### config.mk
export PLATFORM = sky130hd
export DESIGN_NAME = jtbubl_shram_arb
export DESIGN_NICKNAME = d
export VERILOG_FILES = /design/src/rtl/jtbubl_shram_arb.sv
export SDC_FILE = /design/constraint.sdc
export NUM_CORES = 1
export LEC_CHECK = 0
export BUFFER_PORTS_ARGS = -buffer_cell sky130_fd_sc_hd__buf_2
export CORE_MARGIN = 1.5
export CORE_UTILIZATION = 42
export CTS_CLUSTER_SIZE = 30
export DETAILED_ROUTE_END_ITERATION = 6
export PLACE_DENSITY_LB_ADDON = 0.15
export SLEW_MARGIN = 40
export SYNTH_ARGS = -nofsm -noshare
export SYNTH_HDL_FRONTEND = slang
export SYNTH_SLANG_ARGS = --single-unit
### constraint.sdc
create_clock -name clk24 -period 2.31 [get_ports clk24]
set_input_delay 0.462 -clock clk24 [delete_from_list [all_inputs] [get_ports clk24]]
set_output_delay 0.462 -clock clk24 [all_outputs]
set_load 0.02 [all_outputs]
### src/rtl/jtbubl_shram_arb.sv
// Shared work RAM arbiter for the main and sub Z80s.
// Grants a single-port 8 KB RAM to one CPU at a time. Simultaneous requests
// are resolved by a toggling priority bit. Each CPU gets a registered read
// path and its own wait line. A saturating counter records contention.
// Ports:
//   clk24, rst_n                 clock and async active-low reset
//   cen                          CPU clock enable, qualifies RAM writes
//   main_* / sub_*               CPU select, write strobe, address, data
//   main_din / sub_din           registered read data back to each CPU
//   main_wait_n / sub_wait_n     combinational wait, active low
//   ram_addr/ram_data/ram_we     single-port RAM request
//   ram_q                        RAM read data, one clk24 after ram_addr
//   owner                        00 idle, 01 main, 10 sub
//   conflicts                    saturating count of contended cycles
module jtbubl_shram_arb #(
  parameter int unsigned AW   = 13,
  parameter int unsigned DW   = 8,
  parameter int unsigned CNTW = 8
) (
  input  logic            clk24,
  input  logic            rst_n,
  input  logic            cen,
  input  logic            main_cs,
  input  logic            main_wrn,
  input  logic [AW-1:0]   main_addr,
  input  logic [DW-1:0]   main_dout,
  output logic [DW-1:0]   main_din,
  output logic            main_wait_n,
  input  logic            sub_cs,
  input  logic            sub_wrn,
  input  logic [AW-1:0]   sub_addr,
  input  logic [DW-1:0]   sub_dout,
  output logic [DW-1:0]   sub_din,
  output logic            sub_wait_n,
  output logic [AW-1:0]   ram_addr,
  output logic [DW-1:0]   ram_data,
  output logic            ram_we,
  input  logic [DW-1:0]   ram_q,
  output logic [1:0]      owner,
  output logic [CNTW-1:0] conflicts
);

  localparam logic [1:0] ST_IDLE = 2'b00;
  localparam logic [1:0] ST_MAIN = 2'b01;
  localparam logic [1:0] ST_SUB  = 2'b10;

  logic [1:0] state, next_state;
  logic       prio, prio_nxt;   // 0: main wins a tie, 1: sub wins a tie
  logic       rdy;
  logic       owner_wrn;
  logic       conflict_c;

  // State, priority and read-ready registers
  always_ff @(posedge clk24 or negedge rst_n) begin
    if (!rst_n) begin
      state <= ST_IDLE;
      prio  <= 1'b0;
      rdy   <= 1'b0;
    end else begin
      state <= next_state;
      prio  <= prio_nxt;
      // ram_q follows the owner address one edge after the grant
      rdy   <= (next_state == state) && (state != ST_IDLE);
    end
  end

  // Ownership transitions
  always_comb begin
    next_state = state;
    prio_nxt   = prio;
    case (state)
      ST_IDLE: begin
        if (main_cs && sub_cs) begin
          next_state = prio ? ST_SUB : ST_MAIN;
          prio_nxt   = ~prio;
        end else if (main_cs) begin
          next_state = ST_MAIN;
        end else if (sub_cs) begin
          next_state = ST_SUB;
        end
      end
      ST_MAIN: begin
        if (!main_cs) next_state = sub_cs ? ST_SUB : ST_IDLE;
      end
      ST_SUB: begin
        if (!sub_cs) next_state = main_cs ? ST_MAIN : ST_IDLE;
      end
      default: next_state = ST_IDLE;
    endcase
  end

  // RAM request mux; idle defaults to the main CPU side
  always_comb begin
    ram_addr  = main_addr;
    ram_data  = main_dout;
    owner_wrn = main_wrn;
    if (state == ST_SUB) begin
      ram_addr  = sub_addr;
      ram_data  = sub_dout;
      owner_wrn = sub_wrn;
    end
  end

  assign ram_we = (state != ST_IDLE) && !owner_wrn && rdy && cen;

  // Waits are gated by rst_n so a reset releases both CPUs at once
  assign main_wait_n = !(rst_n && main_cs && ((state != ST_MAIN) || !rdy));
  assign sub_wait_n  = !(rst_n && sub_cs  && ((state != ST_SUB)  || !rdy));

  assign owner = state;

  // A CPU held off because the other one owns the RAM
  assign conflict_c = (main_cs && (state == ST_SUB)) ||
                      (sub_cs  && (state == ST_MAIN));

  // Read data return paths
  always_ff @(posedge clk24 or negedge rst_n) begin
    if (!rst_n) begin
      main_din <= DW'(0);
      sub_din  <= DW'(0);
    end else if (rdy) begin
      if (state == ST_MAIN) main_din <= ram_q;
      if (state == ST_SUB)  sub_din  <= ram_q;
    end
  end

  // Saturating contention counter
  always_ff @(posedge clk24 or negedge rst_n) begin
    if (!rst_n) begin
      conflicts <= CNTW'(0);
    end else if (conflict_c && (conflicts != {CNTW{1'b1}})) begin
      conflicts <= conflicts + CNTW'(1);
    end
  end

endmodule

* Word-level counts from Yosys, hierarchy flattened *
Cells that the tools add are included.

cells by class
  add/subtract/negate cells = 1
  muxes and demuxes = 12
  equality and inequality tests = 6
  div/mod/pow operators = 0
  magnitude comparators = 0
  multiply operators = 0
  shifts and indexed selects = 0
  bitwise gates (word level) = 1
  reductions and logical operators = 24

operator list
  kind                                                             number
  2-bit 2-to-1 mux                                                 7
  13-bit 2-to-1 mux                                                1
  1-bit logical AND                                                12
  8-bit by 1-bit adder with 8-bit output, second input constant    1
  8-bit 2-to-1 mux                                                 1
  8-bit != test, second input constant                             1
  2-bit case mux with 3 select lines                               1
  2-bit AND reduction                                              3
  1-bit zero test                                                  4
  1-bit logical OR                                                 3
  2-bit by 1-bit == test with 1-bit output, second input constant  1
  2-bit == test                                                    1
  2-bit == test, second input constant                             1
  2-bit zero test                                                  1
  1-bit 2-to-1 mux                                                 2
  2-bit by 1-bit != test with 1-bit output, second input constant  1
  2-bit != test, second input constant                             1
  2-bit nonzero test                                               1
  1-bit inverter                                                   1

storage, ports and cells
  bits in read-only memories = 0
  output and inout port bits = 50
  memory bits (writable) = 0
  bits in registers = 28
  memories = 0
  bits in latches = 0
  bits of input ports = 57
  word-level logic and storage cells = 50

* Longest topological paths before layout *
  depth in word-level cells = 6
  gate-level depth with buffers = 5
  depth with buffers taken out = 5

* Least setup slack after synthesis *
Ideal clock, no wire load.

  path kind = register -> output
  from = reg state[1], in the netlist owner[1]
  to = out ram_addr[0]
  buffers on the path = 2
  arrival = 1.431 ns
  cell stages (with the launch flop) = 5
  required time = 1.848 ns
  setup slack = 0.417 ns
  path through = dfrtp_1 > nor2b_2 > buf_6 > buf_2 > mux2_2

between the ends
  word-level cells in the longest chain between the ends = 2

ends and longest elaborated chain
  what                    RTL line  RTL
  from (decl)             47        logic [1:0] state, next_state;
  from (signal assigned)  60        state <= next_state;
  2-bit == test           97        if (state == ST_SUB) begin
  13-bit 2-to-1 mux       97
  to (decl)               35        output logic [AW-1:0] ram_addr,

Every way passes these cells.

* Worst setup path in the final report *
  from = reg state[1], in the netlist owner[1]
  to = out ram_addr[10]

Same word-level chain as after synthesis.

==> results.json <==
{
  "status": "complete, no violations",
  "synthFlopType": "dfrtp_1",
  "synth_edf_count": 0,
  "clk_pin_slew_ps": 150,
  "critPathKind": "register to output port",
  "slew_headroom_pct": 81.7,
  "postSynthAreaPerCell_um2": 12.1,
  "max_freq_ghz": 0.459,
  "num_vias": 1394,
  "syn-num-nets": 180,
  "ys_ff_latch": 28,
  "first_iter_violations": 47,
  "totalWireLength_um": 3910,
  "tritoncts": "built",
  "numCtsBuffers": 3,
  "p_per_area_mw_per_mm2": 1090,
  "antenna_left": 0,
  "dieWidth_um": 62.3,
  "antenna_found_initial": 0,
  "finalHoldViolations": 0,
  "clk_latency_ps": 340,
  "async_flop_share_pct": 100,
  "clockBufferDepth": 2,
  "synth_top_area_share_pct": 47.4,
  "drv_cap": 0,
  "yosysWarnings": 0,
  "drcViolationCount": 0,
  "setup_ws_ps": 131,
  "layout.nets": 293,
  "hpwl_um": 3010,
  "r2r_slack_ps": 520,
  "grt_pass1_vias": 1295,
  "dr.pass1.iters": 4,
  "synth_area_leaders": "dfrtp_1 (47%), mux2_2 (30%), nor2_1 (2.3%)",
  "dp.cells": 275,
  "ys_types": 26,
  "end_kind": "output port",
  "rsz0062_at_grt": "false",
  "initial_core_util_pct": 44.0,
  "fin_worst_skew_ps": 13.8,
  "final_core_util_pct": 64.0,
  "syn_area_mm2": 0.00148,
  "wire_per_inst_um": 14.0,
  "finalSetupTns_ps": 0,
  "dieArea_mm2": 0.00389,
  "power_mw": 2.35,
  "die_h_um": 62.3,
  "row_count": 21,
  "leakagePower_nw": 1.09,
  "synthCells": 122,
  "synth_top_area_cell": "dfrtp_1",
  "holdWs_ps": 348,
  "core_area_mm2": 0.00336,
  "final_layout_size_suffix_gt1_share_pct": 67.5,
  "cts_resized": 0,
  "slew_violations": 0,
  "areaGrowthSynthToFinish_pct": 45.4,
  "min_period_over_period_pct": 94.3,
  "critPathMaxFanout": 26,
  "vias_per_cell": 4.98,
  "gr-usage-all-layers_pct": 20.2,
  "worstMarginPinSlew_ps": 275,
  "final_cells": 280,
  "worst_setup_path_start_kind": "register",
  "worstPathArrival_ps": 1720,
  "port_buffers": 106,
  "design_area_mm2": 0.00215,
  "yosysSeqAreaShare_pct": 47.4,
  "cts-htree-levels": 1,
  "diodes": 0,
  "fin_crit_ps": 2180,
  "setup_violations": 0,
  "worstHoldPathType": "primary input to register",
  "grt-ovfl-total": 0,
  "clock_sinks": 28,
  "required_ps": 1850,
  "io_pins": 107,
  "vdd_drop_max_mv": 0.676,
  "layout_common_cells": "buf_2 (106), mux2_2 (40), dfrtp_1 (28), nor2_1 (9)",
  "dpl_cell_area_mm2": 0.00209,
  "final_common_cell": "buf_2",
  "pre_cts_ws_ps": 514,
  "globalplace.congestion": 0.792,
  "grt_max_degree": 27,
  "cts-root-buf": "clkbuf_4",
  "grt_pass1_wl_um": 6270
}
sequential cells by signal, indices dropped and copies added, names as in the netlist:
signal / cells
sub_din: 8
main_din: 8
owner: 2
rdy: 1
prio: 1
conflicts: 8
logic make-up after synthesis:
logic type,Yosys count,share of synthesized area (%)
muxes,40,30.5
buffers and inverters,7,2.45
adders and majority gates,1,0.846
and+or+nand+nor,28,9.98
DFF,28,47.4
AOI/OAI and AO/OA,15,6.60
xor gates and xnor gates,3,2.28
final timing paths:
path	endpoint	start	depth (start not counted)
max	ram_addr[10]	owner[1]	4
max in group asynchronous	main_din[0]	rst_n	3
min in group asynchronous	rdy	rst_n	2
min reg2reg	prio	prio	1
min	sub_din[0]	ram_q[0]	2
max reg2reg	conflicts[1]	owner[1]	5
worst max-delay path, cell delays in order, from the launching register on:
cell and delay (ps):
dfrtp_1 450, nor2b_2 230, buf_12 200, mux2_2 350
buf_2 160
timing repair:
action,4_1_cts,5_1_grt
endpoints found under the hold margin,9,0
hold buffers,1,0
buffers inserted,0,0
final cells by class:
| type | count | area [µm²] |
|---|---|---|
| multi-input cells | 87 | 742 |
| fillers | 305 | 1210 |
| flip-flops and latches | 28 | 701 |
| clock buffers | 3 | 22.5 |
| well taps | 46 | 57.6 |
| repair buffers | 111 | 583 |
| inverters | 4 | 15.0 |
| clock inverters | 1 | 30.0 |
cells in the mapped netlist (all sizes together), types with 2 or more instances:
library cell / number
and3: 2
dfrtp: 28
a21oi: 5
nor2: 9
nand3: 5
nand4: 3
nand2: 4
o21ai: 2
mux2: 40
xnor2: 3
inv: 4
nor2b: 2
a31oi: 2
a22o: 2
buf: 3
o22ai: 2
power breakdown:
group / switching [mW] / internal [mW] / total (mW)
Combinational: 0.646 / 0.514 / 1.16
Sequential: 0.167 / 0.701 / 0.868
Clock: 0.147 / 0.176 / 0.323
Total: 0.960 / 1.39 / 2.35
routing by layer:
layer | share of wire, % | vias to the layer above | global-route usage (%)
met2 | 50 | 70 | 34.5
li1 | - | 667 | -
met3 | 7.1 | 7 | 3.08
met4 | 1.9 | 0 | 7.22
met5 | 0 | - | 0
met1 | 41 | 650 | 26.3
No activity file was read; power rests on OpenSTA's default activity.
